**src/rtl/axi4_rd_master_if.sv**
```systemverilog
// Core-side request/response and AXI4 AR/R channel bundle for axi4_rd_master.
// master = the read initiator's view, slave = the core/interconnect side.
interface axi4_rd_master_if #(
    parameter int unsigned LINE_BEATS = 4
);
    logic                         req_valid;
    logic                         req_ready;
    logic [31:0]                  req_addr;
    logic                         req_line;
    logic                         rsp_valid;
    logic                         rsp_ready;
    logic [32*LINE_BEATS-1:0]     rsp_data;
    logic                         rsp_err;

    logic [31:0]                  araddr;
    logic                         arvalid;
    logic                         arready;
    logic [3:0]                   arid;
    logic [7:0]                   arlen;
    logic [2:0]                   arsize;
    logic [1:0]                   arburst;

    logic [31:0]                  rdata;
    logic [1:0]                   rresp;
    logic                         rvalid;
    logic                         rready;
    logic                         rlast;
    logic [3:0]                   rid;

    modport master (
        input  req_valid, req_addr, req_line, rsp_ready,
        input  arready, rdata, rresp, rvalid, rlast, rid,
        output req_ready, rsp_valid, rsp_data, rsp_err,
        output araddr, arvalid, arid, arlen, arsize, arburst, rready
    );

    modport slave (
        output req_valid, req_addr, req_line, rsp_ready,
        output arready, rdata, rresp, rvalid, rlast, rid,
        input  req_ready, rsp_valid, rsp_data, rsp_err,
        input  araddr, arvalid, arid, arlen, arsize, arburst, rready
    );
endinterface

```
**src/rtl/axi4_rd_master.sv**
```systemverilog
// Single-outstanding AXI4 read initiator: one request -> one AR burst -> assembled line.
// Optional read watchdog enabled by defining AXI_RD_TIMEOUT_EN.
module axi4_rd_master #(
    parameter int unsigned LINE_BEATS     = 4,
    parameter int unsigned AXI_ID         = 0,
    parameter int unsigned TIMEOUT_CYCLES = 1024
) (
    input  logic             clock,
    input  logic             reset,
    axi4_rd_master_if.master bus
);
    localparam int unsigned IDX_W    = $clog2(LINE_BEATS);
    localparam int unsigned CNT_W    = IDX_W + 1;
    localparam logic [7:0]  LINE_LEN = 8'(LINE_BEATS - 1);
    localparam logic [3:0]  ID       = 4'(AXI_ID);

    localparam logic [1:0] S_IDLE = 2'd0;
    localparam logic [1:0] S_ADDR = 2'd1;
    localparam logic [1:0] S_DATA = 2'd2;
    localparam logic [1:0] S_RESP = 2'd3;

    if (LINE_BEATS < 2 || LINE_BEATS > 16 || (LINE_BEATS & (LINE_BEATS - 1)) != 0 ||
        TIMEOUT_CYCLES < 2) begin : g_bad_cfg
        $error("axi4_rd_master: unsupported LINE_BEATS or TIMEOUT_CYCLES");
    end

    logic [1:0]                   state_q,     state_d;
    logic [31:0]                  araddr_q,    araddr_d;
    logic [7:0]                   arlen_q,     arlen_d;
    logic [CNT_W-1:0]             beat_q,      beat_d;
    logic [LINE_BEATS-1:0][31:0]  line_q,      line_d;
    logic                         err_q,       err_d;
    logic                         req_ready_q, req_ready_d;
    logic                         arvalid_q,   arvalid_d;
    logic                         rready_q,    rready_d;
    logic                         rsp_valid_q, rsp_valid_d;

    logic ar_hs;
    logic r_hs;
    logic at_last;
    logic beat_err;
    logic can_accept;

`ifdef AXI_RD_TIMEOUT_EN
    localparam int unsigned TMO_W = $clog2(TIMEOUT_CYCLES) + 1;

    logic [TMO_W-1:0] tmo_q, tmo_d;
    logic             dead_q, dead_d;
    logic             tmo_hit;

    // A timed-out burst may still deliver beats, so the block stays locked until reset.
    assign tmo_hit    = (tmo_q == TMO_W'(TIMEOUT_CYCLES - 1));
    assign can_accept = ~dead_q;
`else
    assign can_accept = 1'b1;
`endif

    assign ar_hs    = arvalid_q & bus.arready;
    assign r_hs     = rready_q & bus.rvalid;
    assign at_last  = (8'(beat_q) == arlen_q);
    // Bad response, foreign ID, or rlast disagreeing with the expected final beat.
    assign beat_err = (bus.rresp >= 2'b10) | (bus.rid != ID) | (bus.rlast != at_last);

    // Next-state and registered-output decode.
    always_comb begin
        state_d  = state_q;
        araddr_d = araddr_q;
        arlen_d  = arlen_q;
        beat_d   = beat_q;
        line_d   = line_q;
        err_d    = err_q;
`ifdef AXI_RD_TIMEOUT_EN
        tmo_d    = tmo_q;
        dead_d   = dead_q;
`endif

        case (state_q)
            S_IDLE: begin
                if (bus.req_valid && can_accept) begin
                    araddr_d = bus.req_addr & 32'hFFFF_FFFC;
                    arlen_d  = bus.req_line ? LINE_LEN : 8'd0;
                    beat_d   = '0;
                    line_d   = '0;
                    err_d    = 1'b0;
                    state_d  = S_ADDR;
`ifdef AXI_RD_TIMEOUT_EN
                    tmo_d    = '0;
`endif
                end
            end
            S_ADDR: begin
                if (ar_hs) begin
                    state_d = S_DATA;
                end
`ifdef AXI_RD_TIMEOUT_EN
                if (ar_hs) begin
                    tmo_d = '0;
                end else if (tmo_hit) begin
                    state_d = S_RESP;
                    err_d   = 1'b1;
                    dead_d  = 1'b1;
                end else begin
                    tmo_d = tmo_q + 1'b1;
                end
`endif
            end
            S_DATA: begin
                if (r_hs) begin
                    line_d[beat_q[IDX_W-1:0]] = bus.rdata;
                    beat_d = beat_q + 1'b1;
                    if (beat_err) begin
                        err_d = 1'b1;
                    end
                    if (bus.rlast || at_last) begin
                        state_d = S_RESP;
                    end
                end
`ifdef AXI_RD_TIMEOUT_EN
                if (r_hs) begin
                    tmo_d = '0;
                end else if (tmo_hit) begin
                    state_d = S_RESP;
                    err_d   = 1'b1;
                    dead_d  = 1'b1;
                end else begin
                    tmo_d = tmo_q + 1'b1;
                end
`endif
            end
            S_RESP: begin
                if (bus.rsp_ready) begin
                    state_d = S_IDLE;
                end
            end
            default: state_d = S_IDLE;
        endcase

`ifdef AXI_RD_TIMEOUT_EN
        req_ready_d = (state_d == S_IDLE) && !dead_d;
`else
        req_ready_d = (state_d == S_IDLE);
`endif
        arvalid_d   = (state_d == S_ADDR);
        rready_d    = (state_d == S_DATA);
        rsp_valid_d = (state_d == S_RESP);
    end

    always_ff @(posedge clock or posedge reset) begin
        if (reset) begin
            state_q     <= S_IDLE;
            araddr_q    <= '0;
            arlen_q     <= '0;
            beat_q      <= '0;
            line_q      <= '0;
            err_q       <= 1'b0;
            req_ready_q <= 1'b1;
            arvalid_q   <= 1'b0;
            rready_q    <= 1'b0;
            rsp_valid_q <= 1'b0;
        end else begin
            state_q     <= state_d;
            araddr_q    <= araddr_d;
            arlen_q     <= arlen_d;
            beat_q      <= beat_d;
            line_q      <= line_d;
            err_q       <= err_d;
            req_ready_q <= req_ready_d;
            arvalid_q   <= arvalid_d;
            rready_q    <= rready_d;
            rsp_valid_q <= rsp_valid_d;
        end
    end

`ifdef AXI_RD_TIMEOUT_EN
    always_ff @(posedge clock or posedge reset) begin
        if (reset) begin
            tmo_q  <= '0;
            dead_q <= 1'b0;
        end else begin
            tmo_q  <= tmo_d;
            dead_q <= dead_d;
        end
    end
`endif

    assign bus.req_ready = req_ready_q;
    assign bus.rsp_valid = rsp_valid_q;
    assign bus.rsp_data  = line_q;
    assign bus.rsp_err   = err_q;
    assign bus.araddr    = araddr_q;
    assign bus.arvalid   = arvalid_q;
    assign bus.arid      = ID;
    assign bus.arlen     = arlen_q;
    assign bus.arsize    = 3'b010;
    assign bus.arburst   = 2'b01;
    assign bus.rready    = rready_q;
endmodule

```
**src/flat_wrapper.sv**
```systemverilog
// flat-port wrapper written by rule: the top's interface ports become plain ports
module axi4_rd_master_flat 
#(
    parameter int unsigned LINE_BEATS     = 4,
    parameter int unsigned AXI_ID         = 0,
    parameter int unsigned TIMEOUT_CYCLES = 1024
)
  (clock, reset, bus_req_valid, bus_req_addr, bus_req_line, bus_rsp_ready, bus_arready, bus_rdata, bus_rresp, bus_rvalid, bus_rlast, bus_rid, bus_req_ready, bus_rsp_valid, bus_rsp_data, bus_rsp_err, bus_araddr, bus_arvalid, bus_arid, bus_arlen, bus_arsize, bus_arburst, bus_rready);
  axi4_rd_master_if #(.LINE_BEATS(LINE_BEATS)) bus_i ();
  input  logic clock;
  input  logic reset;
  input wire logic [$bits(bus_i.req_valid)-1:0] bus_req_valid;
  input wire logic [$bits(bus_i.req_addr)-1:0] bus_req_addr;
  input wire logic [$bits(bus_i.req_line)-1:0] bus_req_line;
  input wire logic [$bits(bus_i.rsp_ready)-1:0] bus_rsp_ready;
  input wire logic [$bits(bus_i.arready)-1:0] bus_arready;
  input wire logic [$bits(bus_i.rdata)-1:0] bus_rdata;
  input wire logic [$bits(bus_i.rresp)-1:0] bus_rresp;
  input wire logic [$bits(bus_i.rvalid)-1:0] bus_rvalid;
  input wire logic [$bits(bus_i.rlast)-1:0] bus_rlast;
  input wire logic [$bits(bus_i.rid)-1:0] bus_rid;
  output wire logic [$bits(bus_i.req_ready)-1:0] bus_req_ready;
  output wire logic [$bits(bus_i.rsp_valid)-1:0] bus_rsp_valid;
  output wire logic [$bits(bus_i.rsp_data)-1:0] bus_rsp_data;
  output wire logic [$bits(bus_i.rsp_err)-1:0] bus_rsp_err;
  output wire logic [$bits(bus_i.araddr)-1:0] bus_araddr;
  output wire logic [$bits(bus_i.arvalid)-1:0] bus_arvalid;
  output wire logic [$bits(bus_i.arid)-1:0] bus_arid;
  output wire logic [$bits(bus_i.arlen)-1:0] bus_arlen;
  output wire logic [$bits(bus_i.arsize)-1:0] bus_arsize;
  output wire logic [$bits(bus_i.arburst)-1:0] bus_arburst;
  output wire logic [$bits(bus_i.rready)-1:0] bus_rready;
  assign bus_i.req_valid = bus_req_valid;
  assign bus_i.req_addr = bus_req_addr;
  assign bus_i.req_line = bus_req_line;
  assign bus_i.rsp_ready = bus_rsp_ready;
  assign bus_i.arready = bus_arready;
  assign bus_i.rdata = bus_rdata;
  assign bus_i.rresp = bus_rresp;
  assign bus_i.rvalid = bus_rvalid;
  assign bus_i.rlast = bus_rlast;
  assign bus_i.rid = bus_rid;
  assign bus_req_ready = bus_i.req_ready;
  assign bus_rsp_valid = bus_i.rsp_valid;
  assign bus_rsp_data = bus_i.rsp_data;
  assign bus_rsp_err = bus_i.rsp_err;
  assign bus_araddr = bus_i.araddr;
  assign bus_arvalid = bus_i.arvalid;
  assign bus_arid = bus_i.arid;
  assign bus_arlen = bus_i.arlen;
  assign bus_arsize = bus_i.arsize;
  assign bus_arburst = bus_i.arburst;
  assign bus_rready = bus_i.rready;
  axi4_rd_master #(.LINE_BEATS(LINE_BEATS), .AXI_ID(AXI_ID), .TIMEOUT_CYCLES(TIMEOUT_CYCLES)) u_core (.clock(clock), .reset(reset), .bus(bus_i));
endmodule
```
**config.mk**
```make
export PLATFORM = sky130hd
export DESIGN_NAME = axi4_rd_master_flat
export DESIGN_NICKNAME = d
export VERILOG_FILES = /design/src/rtl/axi4_rd_master_if.sv /design/src/rtl/axi4_rd_master.sv /design/src/flat_wrapper.sv
export SDC_FILE = /design/constraint.sdc
export NUM_CORES = 1
export LEC_CHECK = 0
export CORE_UTILIZATION = 36
export CTS_CLUSTER_DIAMETER = 120
export DETAILED_ROUTE_END_ITERATION = 6
export PLACE_DENSITY = 0.66
export SYNTH_ARGS = -nofsm -noshare
export SYNTH_HDL_FRONTEND = slang
export SYNTH_SLANG_ARGS = --single-unit
```
**constraint.sdc**
```tcl
create_clock -name clock -period 8.36 [get_ports clock]
set_clock_uncertainty 0.1 [all_clocks]
set_input_delay 2.09 -clock clock [delete_from_list [all_inputs] [get_ports clock]]
set_output_delay 2.09 -clock clock [all_outputs]
set_load 0.01 [all_outputs]
```
# After elaboration in Yosys (flattened, before gate mapping)
# Index checks and enable logic that the tools add are counted.
[classes] n_addsub=1 magnitude_cmp=3 eq_ne=11 muxes=20 n_bitwise=4 reduce_logical=9
[ops] op="$mux W128" count=2
[ops] op="$pmux W128 S2" count=1
[ops] op="$bwmux W128" count=1
[ops] op="$demux W32 S2" count=1
[ops] op="$mux W32" count=1
[ops] op="$mux W2" count=6
[ops] op="$eq A2 B2 Y1 const B" count=4
[ops] op="$eq A3 B8 Y1" count=1
[ops] op="$pmux W2 S4" count=1
[ops] op="$mux W3" count=2
[ops] op="$pmux W3 S2" count=1
[ops] op="$eq A2 B1 Y1 const B" count=2
[ops] op="$logic_not A2 Y1" count=2
[ops] op="$ne A2 B1 Y1 const B" count=2
[ops] op="$reduce_and A4 Y1" count=1
[ops] op="$reduce_bool A4 Y1" count=1
[ops] op="$add A3 B1 Y3 const B" count=1
[ops] op="$lt A2 B3 Y1 const B" count=1
[ops] op="$mux W1" count=3
[ops] op="$reduce_and A3 Y1" count=1
[ops] op="$and A1 B1 Y1" count=2
[ops] op="$ge A2 B1 Y1 const B" count=1
[ops] op="$ge A2 B2 Y1 const B" count=1
[ops] op="$ne A2 B2 Y1 const B" count=1
[ops] op="7 further kinds" count=8
[totals] regBits=176 in_bits=78 word_cells=61

# Logic depth before layout (Yosys ltp)
[depth] depth_word=7 depth_mapped=7 ltp_nobuf=5

# Worst setup path after synthesis
# OpenSTA, ideal clock, no wires.
[synth_path] path_kind="in2reg" startpoint="input bus_req_valid" endpoint="register u_core.araddr_q[10], in the netlist u_core.bus.araddr[10]" setup_time_ps=125 arrival_time_ps=3006 required_ps=8135 setup_slack_ps=5129 cell_stages=4 cell_sequence="or3b_1 buf_6 buf_6 mux2_4"
[synth_via] elab_chain_len=1
[synth_lines] element="start: declaration" line="flat_wrapper.sv:12" rtl="input wire logic [$bits(bus_i.req_valid)-1:0] bus_req_valid;"
[synth_lines] element="$reduce_and A2 Y1 (no line)"
[synth_lines] element="end signal: assignment" line="axi4_rd_master.sv:162" rtl="araddr_q <= araddr_d;"
[synth_lines] element="end: declaration" line="axi4_rd_master.sv:28" rtl="logic [31:0] araddr_q, araddr_d;"
# Every way passes these cells.
# A chain may end at the register's enable or synchronous reset.

# Worst setup path in the final report
[layout_path] startpoint="input bus_rvalid" endpoint="register u_core.line_q, in the netlist u_core.bus.rsp_data[25]"
[layout_via] elab_chain_len=3
[layout_lines] element="start: declaration" line="flat_wrapper.sv:19" rtl="input wire logic [$bits(bus_i.rvalid)-1:0] bus_rvalid;"
[layout_lines] element="$and A1 B1 Y1" line="axi4_rd_master.sv:59" rtl="assign r_hs = rready_q & bus.rvalid;"
[layout_lines] element="$ne A2 B1 Y1 (no line)"
[layout_lines] element="$reduce_and A3 Y1 (no line)"
[layout_lines] element="end signal: assignment" line="axi4_rd_master.sv:165" rtl="line_q <= line_d;"
[layout_lines] element="end: declaration" line="axi4_rd_master.sv:31" rtl="logic [LINE_BEATS-1:0][31:0] line_q, line_d;"
# Every way passes these cells.

==> reports/metrics.yaml <==
floorplan:
  dieArea_um2: 20900
  start_util_pct: 37.10
  die_w_um: 144.6
  rows: 51
  ios: 260
  core_area_um2: 19720
  die_h_um: 144.6
logic_synthesis:
  async_flop_share_pct: 100.0
  synth_edf_count: 0
  synth_area_leaders: "dfrtp_1 (57%), nand3_1 (9.1%), o21ai_0 (7.0%), nand2_1 (6.9%), mux2_4 (6.4%)"
  synth_top_area_cell: "dfrtp_1"
  ys_ff_latch: 169
  yosys_warnings: 0
  synth.distinct_cells: 34
  netlist_instances: 716
  ys_top_cells_by_count: "dfrtp_1 (168), nand2_1 (135), nand3_1 (133)"
  synth.top_cell.area_share_pct: 57.47
  seq_area_frac_synth_pct: 57.82
  synth_area_um2: 7316
  postSynthAreaPerCell_um2: 10.22
  synth_most_common_cell: "dfrtp_1"
  synth_ff_type: "dfrtp_1"
cells_and_area:
  num-fill-cells: 1785
  area_growth_syn_to_layout_pct: 39.29
  fin_nets: 1001
  multi_input_area_um2: 2608
  regArea_um2: 4230
  n_antenna_cell: 0
  drive_above_1_share_pct: 8.056
drt:
  dr.pass1.iters: 5
  wl_per_cell_um: 17.93
  drt-initial-drc-count: 346
  avgViaCountPerCell: 5.037
  drc_errors: 0
  routed-via-count: 6024
  routed_wl_um: 21440
  ant_nets: 0
sta:
  final.setup.tns_ns: 0
  report.final.hold_viol_count: 0
  min_period_ns: 4.864
  rsz0062_at_grt: "false"
  slew_violations: 0
  tightest_slew_ns: 0.9716
  relSlewSlack_pct: 35.23
  setup_violations: 0
  fmax_ghz: 0.2056
  finalWorstSetupSlack_ns: 3.496
  fin_crit_sh_pct: 58.18
worst_setup_path:
  crit_arrival_ns: 5.04
  r2r_setup_slack_ns: 5.07
  crit_type: "primary input to flop"
  critPathMaxStageDelay_ns: 0.68
  crit_top_cell: "buf_4"
  setup.worst_path.start_class: "primary input"
  cpLargestDelayFamily: "buffers and inverters"
  path_depth: 6
  worstPathRequired_ns: 8.54
  rr_worst_depth: 5
  path_buf_inv: 3
  reg2reg_to: "u_core.bus.rsp_data[25]"
  r2r_start: "u_core.state_q[0]"
  crit_slowest_cell: "and2_1"
  cp-end-kind: "flop"
  cp-startpoint: "bus_rvalid"
  cp_max_fo: 45
  path_cells: "clkdlybuf4s50_1 -> and4b_4 -> buf_4 -> and2_1 -> buf_4 -> o21ai_0"
  crit_end: "u_core.bus.rsp_data[25]"
outcome:
  status: "complete, no violations"
power:
  vdd_ir_drop_max_v: 0.0001131
  p_per_area_nw_per_um2: 285.2
  power.leakage_nw: 4.292
clocking:
  cts_tree: "done"
  hold_buffers: 0
  clkSlewWorstSetupHoldPaths_ns: 0.07
  clkLatencyLatePin_ns: 0.42
  numCtsBuffers: 17
  ctsResizeCount: 0
  cts_setup_buffers: 0
  cts_buffer_depth: 2
  clkSinkCount: 169
  root_buffer: "clkbuf_16"
  htreeDepth: 4
placed_design:
  post-place-ws_ns: 3.067
  place.gp.congestion: 0.7562
  io_buffers: 239
  hpwlAfterDp_um: 13510
grt:
  grt_antenna_before_repair: 0
  grt_pass1_wl_um: 33200
  grt_max_degree: 103
  grt-ovfl-total: 0
  track_usage_pct: 20.96
  grt_pass1_vias: 5903
min_path:
  worst_hold_path_type: "flop to flop"
run:
  max_cap_violations: 0
-- logic make-up after synthesis --
logic type	count (synthesis)	synth area share [%]
buffers and inverters	86	7.525
DFF	169	57.82
adders and majority gates	5	0.8551
and+or+nand+nor	282	17.31
muxes	32	6.499
AOI/OAI and AO/OA	140	9.885
other	2	0.1027
-- cell usage in the layout, fill, tap and decap left out, types with 2 or more instances in the layout --
cell	n
and2_1	4
conb_1	17
dfrtp_1	168
inv_1	4
buf_4	10
clkdlybuf4s50_1	239
nor2_1	2
clkinv_2	3
clkinv_4	2
o21ai_1	27
o31ai_1	2
ha_2	4
o21ai_0	103
clkinvlp_4	2
clkbuf_1	7
nand2_1	135
clkbuf_16	17
nand3_1	133
mux2_4	31
-- through the flow --
| step | std cells | total power [mW] | hold WS, ns | area [um^2] | util, % |
|---|---|---|---|---|---|
| after floorplan | 731 | 1.697 | 0.4076 | 7372 | - |
| after global placement | 1164 | 2.185 | 0.3731 | 9661 | 48.99 |
| after detailed placement | 1164 | 2.200 | 0.3652 | 9661 | 48.99 |
| after CTS | 1196 | 2.940 | 0.3933 | 10190 | 51.68 |
| after global routing | 1196 | 3.070 | 0.4248 | 10190 | 51.68 |
| final | 1196 | 2.906 | 0.3835 | 10190 | 51.68 |
-- state kept, by name, indices dropped and copies added, names as in the netlist --
| signal | flops |
|---|---|
| u_core.beat_q | 3 |
| u_core.bus.araddr | 30 |
| u_core.bus.arlen | 1 |
| u_core.bus.arvalid | 1 |
| u_core.bus.req_ready | 1 |
| u_core.bus.rready | 1 |
| u_core.bus.rsp_data | 128 |
| u_core.bus.rsp_err | 1 |
| u_core.bus.rsp_valid | 1 |
| u_core.state_q | 2 |
-- area by class of cell --
type	instances	area share, %
inverter	5	0.2333
clock inverter	8	0.7613
timing repair buffer	249	24.21
multi-input combinational	476	25.59
clock buffer	24	4.433
sequential	169	41.52
tap	265	3.254
-- worst min-delay path, stage by stage (launching register included) --
cell,delay [ns]
dfrtp_1,0.35
nand2_1,0.05
nand2_1,0.05
-- how the worst min path moves through the flow --
stage | startpoint | to | depth (start not counted)
floorplan | u_core.bus.rsp_err | u_core.bus.rsp_err | 2
global placement | u_core.bus.rsp_err | u_core.bus.rsp_err | 2
detailed placement | u_core.bus.rsp_err | u_core.bus.rsp_err | 2
CTS | u_core.bus.rsp_err | u_core.bus.rsp_err | 2
global route | u_core.bus.araddr[27] | u_core.bus.araddr[27] | 1
finish | u_core.bus.rsp_err | u_core.bus.rsp_err | 2
-- per-layer routing --
layer  wire length [um]  track usage (%)  vias up
met2              10310            32.72      210
li1                   -                -     2802
met4                432            7.756        0
met5                  0                0        -
met1               9416            28.14     2983
met3               1289            5.000       29
-- power by group --
| part | leakage [nW] | switching, mW | internal, mW | total, mW |
|---|---|---|---|---|
| logic | 1.77 | 0.496 | 0.547 | 1.04 |
| registers | 2.27 | 0.125 | 1.01 | 1.14 |
| clock network | 0.252 | 0.317 | 0.410 | 0.727 |
Power figures use the tool's default switching activity.
